### src/rtl/rename_free_list.sv
// Physical-register free list for a 4-wide rename stage: compacted allocate, compacted release, one-cycle flush restore.
// Optional consistency checker (in_list bitmap driving fl_err) is enabled with `define FREELIST_CHECK_EN.
module rename_free_list #(
    parameter int PRF_WIDTH = 6,
    parameter int ARCH_REGS = 32,
    parameter int FL_DEPTH  = 32
) (
    input  logic                       clk,
    input  logic                       rst,
    input  logic [3:0]                 alloc_req,
    output logic                       alloc_ready,
    output logic [PRF_WIDTH-1:0]       alloc_preg0,
    output logic [PRF_WIDTH-1:0]       alloc_preg1,
    output logic [PRF_WIDTH-1:0]       alloc_preg2,
    output logic [PRF_WIDTH-1:0]       alloc_preg3,
    input  logic [3:0]                 rel_valid,
    input  logic [PRF_WIDTH-1:0]       rel_preg0,
    input  logic [PRF_WIDTH-1:0]       rel_preg1,
    input  logic [PRF_WIDTH-1:0]       rel_preg2,
    input  logic [PRF_WIDTH-1:0]       rel_preg3,
    input  logic                       flush,
    output logic [$clog2(FL_DEPTH):0]  free_count,
    output logic                       fl_err
);

    localparam int IDX_W = $clog2(FL_DEPTH);
    localparam int PTR_W = IDX_W + 1;

    typedef logic [PTR_W-1:0] ptr_t;

    logic [PRF_WIDTH-1:0] entry [FL_DEPTH];
    ptr_t                 head, tail, arch_head;
    ptr_t                 head_next, tail_next, arch_head_next;

    logic [2:0]           alloc_off [4];
    logic [2:0]           rel_off   [4];
    logic [2:0]           alloc_cnt, rel_cnt;
    ptr_t                 alloc_ptr [4];
    ptr_t                 rel_ptr   [4];
    logic [IDX_W-1:0]     alloc_idx [4];
    logic [IDX_W-1:0]     rel_idx   [4];
    logic [PRF_WIDTH-1:0] alloc_preg [4];
    logic [PRF_WIDTH-1:0] rel_preg   [4];
    logic                 alloc_fire;

    assign rel_preg[0] = rel_preg0;
    assign rel_preg[1] = rel_preg1;
    assign rel_preg[2] = rel_preg2;
    assign rel_preg[3] = rel_preg3;

    // Prefix popcounts compact the requesting slots onto consecutive list entries.
    always_comb begin
        alloc_cnt = '0;
        rel_cnt   = '0;
        for (int i = 0; i < 4; i++) begin
            alloc_off[i] = alloc_cnt;
            rel_off[i]   = rel_cnt;
            alloc_cnt    = alloc_cnt + {2'b00, alloc_req[i]};
            rel_cnt      = rel_cnt + {2'b00, rel_valid[i]};
            alloc_ptr[i] = head + ptr_t'(alloc_off[i]);
            rel_ptr[i]   = tail + ptr_t'(rel_off[i]);
            alloc_idx[i] = alloc_ptr[i][IDX_W-1:0];
            rel_idx[i]   = rel_ptr[i][IDX_W-1:0];
            alloc_preg[i] = entry[alloc_idx[i]];
        end
    end

    assign alloc_preg0 = alloc_preg[0];
    assign alloc_preg1 = alloc_preg[1];
    assign alloc_preg2 = alloc_preg[2];
    assign alloc_preg3 = alloc_preg[3];

    assign free_count  = tail - head;
    assign alloc_ready = (free_count >= ptr_t'(4));
    assign alloc_fire  = (|alloc_req) && alloc_ready && !flush;

    always_comb begin
        tail_next      = tail + ptr_t'(rel_cnt);
        arch_head_next = arch_head + ptr_t'(rel_cnt);
        head_next      = head;
        if (flush)
            head_next = arch_head_next;
        else if (alloc_fire)
            head_next = head + ptr_t'(alloc_cnt);
    end

    always_ff @(posedge clk) begin
        if (rst) begin
            head      <= '0;
            arch_head <= '0;
            tail      <= ptr_t'(FL_DEPTH);
            for (int i = 0; i < FL_DEPTH; i++)
                entry[i] <= PRF_WIDTH'(ARCH_REGS + i);
        end else begin
            head      <= head_next;
            arch_head <= arch_head_next;
            tail      <= tail_next;
            for (int i = 0; i < 4; i++)
                if (rel_valid[i])
                    entry[rel_idx[i]] <= rel_preg[i];
        end
    end

`ifdef FREELIST_CHECK_EN
    localparam int NUM_PREGS = 2 ** PRF_WIDTH;

    logic [NUM_PREGS-1:0] in_list, in_list_next;
    logic                 err_q, err_next;
    ptr_t                 spec_cnt;
    logic [IDX_W-1:0]     off;

    always_comb begin
        in_list_next = in_list;
        err_next     = err_q;
        spec_cnt     = head - arch_head_next;
        off          = '0;
        // Flush hands the speculatively allocated window back to the list.
        if (flush) begin
            for (int k = 0; k < FL_DEPTH; k++) begin
                off = IDX_W'(k) - arch_head_next[IDX_W-1:0];
                if (ptr_t'(off) < spec_cnt)
                    in_list_next[entry[k]] = 1'b1;
            end
        end
        if (alloc_fire) begin
            for (int i = 0; i < 4; i++) begin
                if (alloc_req[i]) begin
                    if (!in_list[alloc_preg[i]])
                        err_next = 1'b1;
                    in_list_next[alloc_preg[i]] = 1'b0;
                end
            end
        end
        for (int i = 0; i < 4; i++) begin
            if (rel_valid[i]) begin
                if (in_list[rel_preg[i]])
                    err_next = 1'b1;
                for (int j = 0; j < i; j++)
                    if (rel_valid[j] && (rel_preg[j] == rel_preg[i]))
                        err_next = 1'b1;
                in_list_next[rel_preg[i]] = 1'b1;
            end
        end
    end

    always_ff @(posedge clk) begin
        if (rst) begin
            err_q <= 1'b0;
            for (int b = 0; b < NUM_PREGS; b++)
                in_list[b] <= (b >= ARCH_REGS);
        end else begin
            err_q   <= err_next;
            in_list <= in_list_next;
        end
    end

    assign fl_err = err_q;
`else
    assign fl_err = 1'b0;
`endif

endmodule

### config.mk
export PLATFORM = sky130hd
export DESIGN_NAME = rename_free_list
export DESIGN_NICKNAME = d
export VERILOG_FILES = /design/src/rtl/rename_free_list.sv
export SDC_FILE = /design/constraint.sdc
export NUM_CORES = 1
export LEC_CHECK = 0
export ABC_AREA = 1
export CORE_UTILIZATION = 28
export CTS_CLUSTER_DIAMETER = 50
export DETAILED_ROUTE_END_ITERATION = 12
export PLACE_DENSITY = 0.51
export SLEW_MARGIN = 20
export SYNTH_ARGS = -nofsm -noshare
export SYNTH_HDL_FRONTEND = slang
export SYNTH_SLANG_ARGS = --single-unit
### constraint.sdc
create_clock -name clk -period 5.3 [get_ports clk]
set_clock_uncertainty 0.15 [all_clocks]
set_input_delay 0.795 -clock clk [delete_from_list [all_inputs] [get_ports clk]]
set_output_delay 0.795 -clock clk [all_outputs]
set_load 0.005 [all_outputs]
==> results of run 1 <==
## cells in the final DEF, fill, tap and decap left out, types with 3 or more instances in the layout
master and n:
xor2_2 4, dlymetal6s2s_1 3, o21ai_0 491, ha_1 33
buf_4 170, buf_6 4, nor3_2 11, clkbuf_16 35
clkdlybuf4s50_1 61, nor2_2 17, dfxtp_1 22, clkinv_1 12
inv_2 24, clkinv_8 5, nand3_2 3, nand3_1 502
o21ai_1 12, nand2_2 4, buf_12 14, nor3_1 50
inv_8 5, nand2_1 911, a21oi_1 319, o211ai_1 138
fa_1 10, clkinv_2 3, edfxtp_1 192, xor2_1 10
nor2_1 595, inv_1 289, clkinv_4 4, nand4_1 7
o221ai_1 20, nor2_4 6, inv_6 4, o22ai_1 10
ha_4 4
## critical path: cells and delay by family
kind	cells	cell delay [ns]
AOI/OAI and AO/OA	3	0.58
adders and majority gates	3	1.51
buffers and inverters	4	1.00
and+or+nand+nor	2	0.20
## layer usage
metal,part of all wire,track usage
met5,0.00021,0
met4,0.047,0.104
met3,0.12,0.0531
met2,0.41,0.409
met1,0.43,0.407
## kinds of logic (layout without fill, tap and decap cells)
logic type	after synthesis	in the layout	share of synthesized area
fa+ha+maj	49	49	0.0297
compound gates	993	993	0.229
other cells	1	2	0.000158
buf+inv	604	636	0.0983
flops	215	215	0.263
simple gates	2108	2108	0.372
xor+xnor	19	19	0.00798
## cell usage after synthesis (2+ instances only)
library cell  number
a21oi_1          319
buf_1             14
buf_2             41
buf_4              2
clkbuf_1         224
clkinv_1           8
dfxtp_1           23
edfxtp_1         192
fa_1              12
ha_1              37
inv_1            291
inv_2             24
nand2_1          911
nand2_2            4
nand3_1          502
nand3_2            3
nand4_1            7
nor2_1           595
nor2_2            17
nor2_4             6
nor3_1            51
nor3_2            11
o211ai_1         138
o21ai_0          502
o221ai_1          20
o22ai_1           10
xnor2_1            4
xor2_1            12
xor2_2             3
## area by class of cell
type / count / area share
diodes: 1 / 0.0000911
clock buffers: 32 / 0.0284
clock inverters: 24 / 0.00861
inverters: 323 / 0.0442
multi-input cells: 3170 / 0.555
flip-flops and latches: 215 / 0.227
well taps: 1134 / 0.0517
repair buffers: 257 / 0.0857
## registers in the layout (all words and copies together), names as in the netlist, named ones only
name and flops:
head 6, arch_head 6, tail 6, entry 192
## per-stage QoR
step,utilization,instances,hold slack (ns),power [mW]
floorplan,-,3989,0.333,7.36
global placement,0.314,5090,0.360,10.8
detailed placement,0.314,5090,0.359,10.8
CTS,0.326,5146,0.369,12.9
global route,0.328,5155,0.409,14.2
finish,0.328,5156,0.370,13.3
## power groups by stage
stage / Clock [mW] / Sequential (mW) / Combinational [mW]
floorplan: 0 / 2.22 / 5.13
detailed placement: 0 / 2.46 / 8.37
finish: 2.00 / 2.46 / 8.89
CTS: 2.03 / 2.43 / 8.41
global route: 2.09 / 2.46 / 9.65
global placement: 0 / 2.47 / 8.33
## timing repair
action	in CTS	in global routing
pin swaps	0	7
setup endpoints to repair	5	12
setup buffers	0	3
resized for setup	6	10
cloned	0	6
## worst paths after layout
| kind | from | depth (start not counted) | slack, ns | to |
|---|---|---|---|---|
| worst max-delay path | alloc_req[1] | 12 | 0.25 | alloc_preg3[2] |
| worst min register to register | head[5] | 2 | 0.37 | head[5] |
| worst min-delay path | head[5] | 2 | 0.37 | head[5] |
| worst max register to register | tail[1] | 12 | 1.50 | entry[18][2] |
==> impl_metrics.env, run 1 <==
export IMPL_grt_max_degree=99
export IMPL_gp_congestion=1.01
export IMPL_end_kind="primary output"
export IMPL_htree_levels=1
export IMPL_dp_hpwl_um=92300
export IMPL_synth_seq_cells=215
export IMPL_hp_class="flip-flop to flip-flop"
export IMPL_power_density_mw_per_mm2=486
export IMPL_min_period_ns=5.05
export IMPL_cts_tree="built"
export IMPL_finalHoldViolCount=0
export IMPL_relSlewSlack=0.246
export IMPL_cp_start_kind="input port"
export IMPL_pwr_share_seq=0.184
export IMPL_worst_pin_slew_ns=1.12
export IMPL_fin_tns_setup_ns=0
export IMPL_initial_core_util=0.283
export IMPL_ctsHoldBuffers=0
export IMPL_fillCellCount=9230
export IMPL_synth_edff_count=192
export IMPL_cts_sinks=215
export IMPL_syn_num_nets=4073
export IMPL_ys_flop_type="edfxtp_1"
export IMPL_area_delta_synth_final_pct=16.0
export IMPL_synthArstFlopShare=0
export IMPL_drt_wl_total_um=126000
export IMPL_worst_slack_ns=0.254
export IMPL_vias_per_cell=5.60
export IMPL_dp_slack_ns=-0.112
export IMPL_multiInputGateArea_mm2=0.0152
export IMPL_avgSynthCellArea_um2=5.93
export IMPL_ys_types=35
export IMPL_mappedNetlistArea_mm2=0.0237
export IMPL_antenna_found_initial=5
export IMPL_first_iter_violations=4482
export IMPL_outcome="finished clean"
export IMPL_syn_inst=3989
export IMPL_clock_latency_ns=0.58
export IMPL_dieArea_mm2=0.0857
export IMPL_die_x_um=293
export IMPL_cp_required_ns=4.36
export IMPL_final_nets=4081
export IMPL_maxCapViolCount=0
export IMPL_grt_pass1_wl_um=177000
export IMPL_cp_arrival_ns=4.10
export IMPL_grt_usage=0.281
export IMPL_grt_pass1_vias=24900
export IMPL_power_switching_mw=6.93
export IMPL_slowest_delay_ns=0.77
export IMPL_core_mm2=0.0837
export IMPL_synthTopCellsByArea="edfxtp_1 24%, nand2_1 14%, nand3_1 11%"
export IMPL_path_clk_slew_ns=0.06
export IMPL_vias=28900
export IMPL_overflow=0
export IMPL_cts_buffers=30
export IMPL_drive_gt1_frac=0.0811
export IMPL_ff_latch_area_mm2=0.00623
export IMPL_rsz0062_at_grt="false"
export IMPL_cts_buffer_depth=3
export IMPL_p_int_mw=6.42
export IMPL_drtPass1Iterations=7
export IMPL_swShare=0.519
export IMPL_combPwrFrac=0.666
export IMPL_fmaxAchievable_mhz=198
export IMPL_ys_warn_count=0
export IMPL_fin_crit_sh=0.952
export IMPL_placed_cell_area_mm2=0.0263
export IMPL_drc_errors=0
export IMPL_wl_per_cell_um=24.5
export IMPL_cp_max_fo=7
export IMPL_setup_violations_final=0
export IMPL_drtAntennaViolNets=0
export IMPL_num_io_pins=67
export IMPL_crit_type="input port to primary output"
export IMPL_ir_worst_vdd_uv=286
export IMPL_clkPwrFrac=0.150
export IMPL_cts_root_buf="clkbuf_16"
export IMPL_synth_top_area_frac=0.244
export IMPL_yosys_area_top_type="edfxtp_1"
export IMPL_yosysSeqAreaShare=0.263
export IMPL_maxSlewViolCount=0
export IMPL_final_area_mm2=0.0275
export IMPL_std_cell_rows=106
export IMPL_p_leak_nw=11.2
export IMPL_crit_path_frequent_cell="o21ai_0"
export IMPL_path_cells="dlymetal6s2s_1 -> fa_1 -> ha_4 -> fa_2 -> clkbuf_16 -> o21ai_0 -> o21ai_0 -> inv_1 -> o211ai_1 -> nand3_1 -> nand2_1 -> clkdlybuf4s50_1"
export IMPL_port_buffers=65
export IMPL_die_h_um=293
export IMPL_critPathSlowestCell="fa_2"
(Power assumes the default switching activity.)
==> run 2, diff against run 1 <==
--- a/config.mk
+++ b/config.mk
@@ -6,10 +6,12 @@
 export NUM_CORES = 1
 export LEC_CHECK = 0
 export ABC_AREA = 1
+export CORE_ASPECT_RATIO = 0.5
 export CORE_UTILIZATION = 28
 export CTS_CLUSTER_DIAMETER = 50
 export DETAILED_ROUTE_END_ITERATION = 12
 export PLACE_DENSITY = 0.51
+export REMOVE_ABC_BUFFERS = 1
 export SLEW_MARGIN = 20
 export SYNTH_ARGS = -nofsm -noshare
 export SYNTH_HDL_FRONTEND = slang
==> impl_metrics.env, run 2 (synthesis results as in run 1) <==
export IMPL_outcome="finished clean"
export IMPL_power_density_mw_per_mm2=505
export IMPL_r2r_cells=12
export IMPL_final_nets=4098
export IMPL_grt_max_degree=93
export IMPL_maxCapViolCount=0
export IMPL_pwr_share_seq=0.181
export IMPL_gp_congestion=1.03
export IMPL_dpl_cell_count=5076
export IMPL_wl_per_cell_um=26.5
export IMPL_crit_end="alloc_preg2[3]"
export IMPL_rsz0062_at_grt="true"
export IMPL_initial_core_util=0.286
export IMPL_finalHoldViolCount=0
export IMPL_cp_max_fo=10
export IMPL_p_int_mw=6.56
export IMPL_cp_start_kind="input port"
export IMPL_area_delta_synth_final_pct=16.3
export IMPL_die_x_um=413
export IMPL_combPwrFrac=0.692
export IMPL_grt_pass1_vias=25700
export IMPL_fin_tns_setup_ns=0
export IMPL_reg2reg_to="entry[10][2]"
export IMPL_startpoint="alloc_req[0]"
export IMPL_drtAntennaViolNets=0
export IMPL_cts_sinks=215
export IMPL_worst_slack_ns=0.0935
export IMPL_cts_tree="built"
export IMPL_die_h_um=208
export IMPL_fin_crit_sh=0.982
export IMPL_power_switching_mw=7.34
export IMPL_path_clk_slew_ns=0.05
export IMPL_end_kind="primary output"
export IMPL_drive_gt1_frac=0.0873
export IMPL_drt_wl_total_um=136000
export IMPL_first_iter_violations=5390
export IMPL_crit_type="input port to primary output"
export IMPL_layout_cells_non_filler=5139
export IMPL_num_io_pins=67
export IMPL_placed_cell_area_mm2=0.0264
export IMPL_overflow=0
export IMPL_power_total_mw=13.9
export IMPL_p_leak_nw=11.2
export IMPL_maxSlewViolCount=0
export IMPL_clkPwrFrac=0.127
export IMPL_dp_slack_ns=-0.271
export IMPL_layout_common_cells="905 x nand2_1, 595 x nor2_1, 499 x nand3_1, 484 x o21ai_0, 318 x a21oi_1"
export IMPL_vias=30000
export IMPL_vias_per_cell=5.83
export IMPL_std_cell_rows=74
export IMPL_cts_root_buf="clkbuf_16"
export IMPL_largest_register_ffs=192
export IMPL_core_mm2=0.0827
export IMPL_r2r_setup_slack_ns=1.52
export IMPL_dp_hpwl_um=99100
export IMPL_fmaxAchievable_mhz=192
export IMPL_fin_util=0.333
export IMPL_clock_latency_ns=0.58
export IMPL_ir_worst_vdd_uv=393
export IMPL_min_period_ns=5.21
export IMPL_antenna_found_initial=4
export IMPL_ff_latch_area_mm2=0.00623
export IMPL_cp_required_ns=4.36
export IMPL_timing_hold_ws_ns=0.370
export IMPL_setup_violations_final=0
export IMPL_dieArea_mm2=0.0858
export IMPL_r2r_start="tail[1]"
export IMPL_grt_pass1_wl_um=189000
export IMPL_final_area_mm2=0.0275
export IMPL_hp_class="flip-flop to flip-flop"
export IMPL_top_register="entry"
export IMPL_cts_buffer_depth=3
export IMPL_grt_usage=0.305
export IMPL_ctsHoldBuffers=0
export IMPL_fillCellCount=9028
export IMPL_cts_buffers=27
export IMPL_drtPass1Iterations=8
export IMPL_htree_levels=1
export IMPL_drc_errors=0
export IMPL_worst_pin_slew_ns=1.28
export IMPL_layout_commonest_cell="nand2_1"
export IMPL_relSlewSlack=0.144
export IMPL_multiInputGateArea_mm2=0.0153
export IMPL_cp_arrival_ns=4.26
export IMPL_port_buffers=65
export IMPL_swShare=0.528
-- run 2: area by class of cell --
type                       instances  area share
clock inverter                    16     0.00514
inverter                         323      0.0441
clock buffer                      32      0.0252
sequential                       215       0.226
multi-input combinational       3170       0.555
tap                             1102      0.0501
antenna                            4    0.000364
timing repair buffer             277      0.0938
-- run 2: worst max-delay path: stages --
cell and delay (ns):
dlygate4sd2_1 0.26, buf_4 0.14, inv_1 0.09, ha_4 0.22, ha_4 0.16, fa_4 0.90
buf_4 0.17, buf_16 0.14, o21ai_0 0.08, o211ai_1 0.18, o211ai_1 0.18, nand2_1 0.10
nand2_1 0.05, o21ai_1 0.13, buf_4 0.15, clkdlybuf4s50_1 0.49
-- run 2: how the worst min path moves through the flow --
stage	from	endpoint	depth (start not counted)
after CTS	head[5]	head[5]	2
after detailed placement	head[5]	head[5]	2
after floorplan	tail[5]	tail[5]	2
final	head[5]	head[5]	2
after global routing	head[5]	head[5]	2
after global placement	tail[5]	tail[5]	2
-- run 2: timing repair --
| item | in CTS | in global routing |
|---|---|---|
| resized for setup | 24 | 28 |
| gates cloned | 3 | 1 |
| setup endpoints to repair | 12 | 7 |
| pin swaps | 12 | 19 |
| buffers inserted | 3 | 4 |
-- run 2: power by group through the flow --
| stage | clock network (mW) | logic [mW] | registers (mW) |
|---|---|---|---|
| 4_1_cts | 1.78 | 9.24 | 2.47 |
| 3_3_place_gp | 0 | 8.89 | 2.51 |
| 5_1_grt | 1.83 | 10.3 | 2.51 |
| 6_report | 1.76 | 9.62 | 2.52 |
| 2_1_floorplan | 0 | 4.75 | 2.30 |
| 3_5_place_dp | 0 | 8.96 | 2.51 |
-- run 2: layer usage --
metal / part of all wire / wire length [µm] / vias up / track usage
li1: - / - / 13500 / -
met1: 0.42 / 56600 / 13800 / 0.438
met2: 0.37 / 49700 / 2284 / 0.391
met3: 0.18 / 24000 / 346 / 0.142
met4: 0.041 / 5630 / 0 / 0.100
met5: 0 / 0 / - / 0
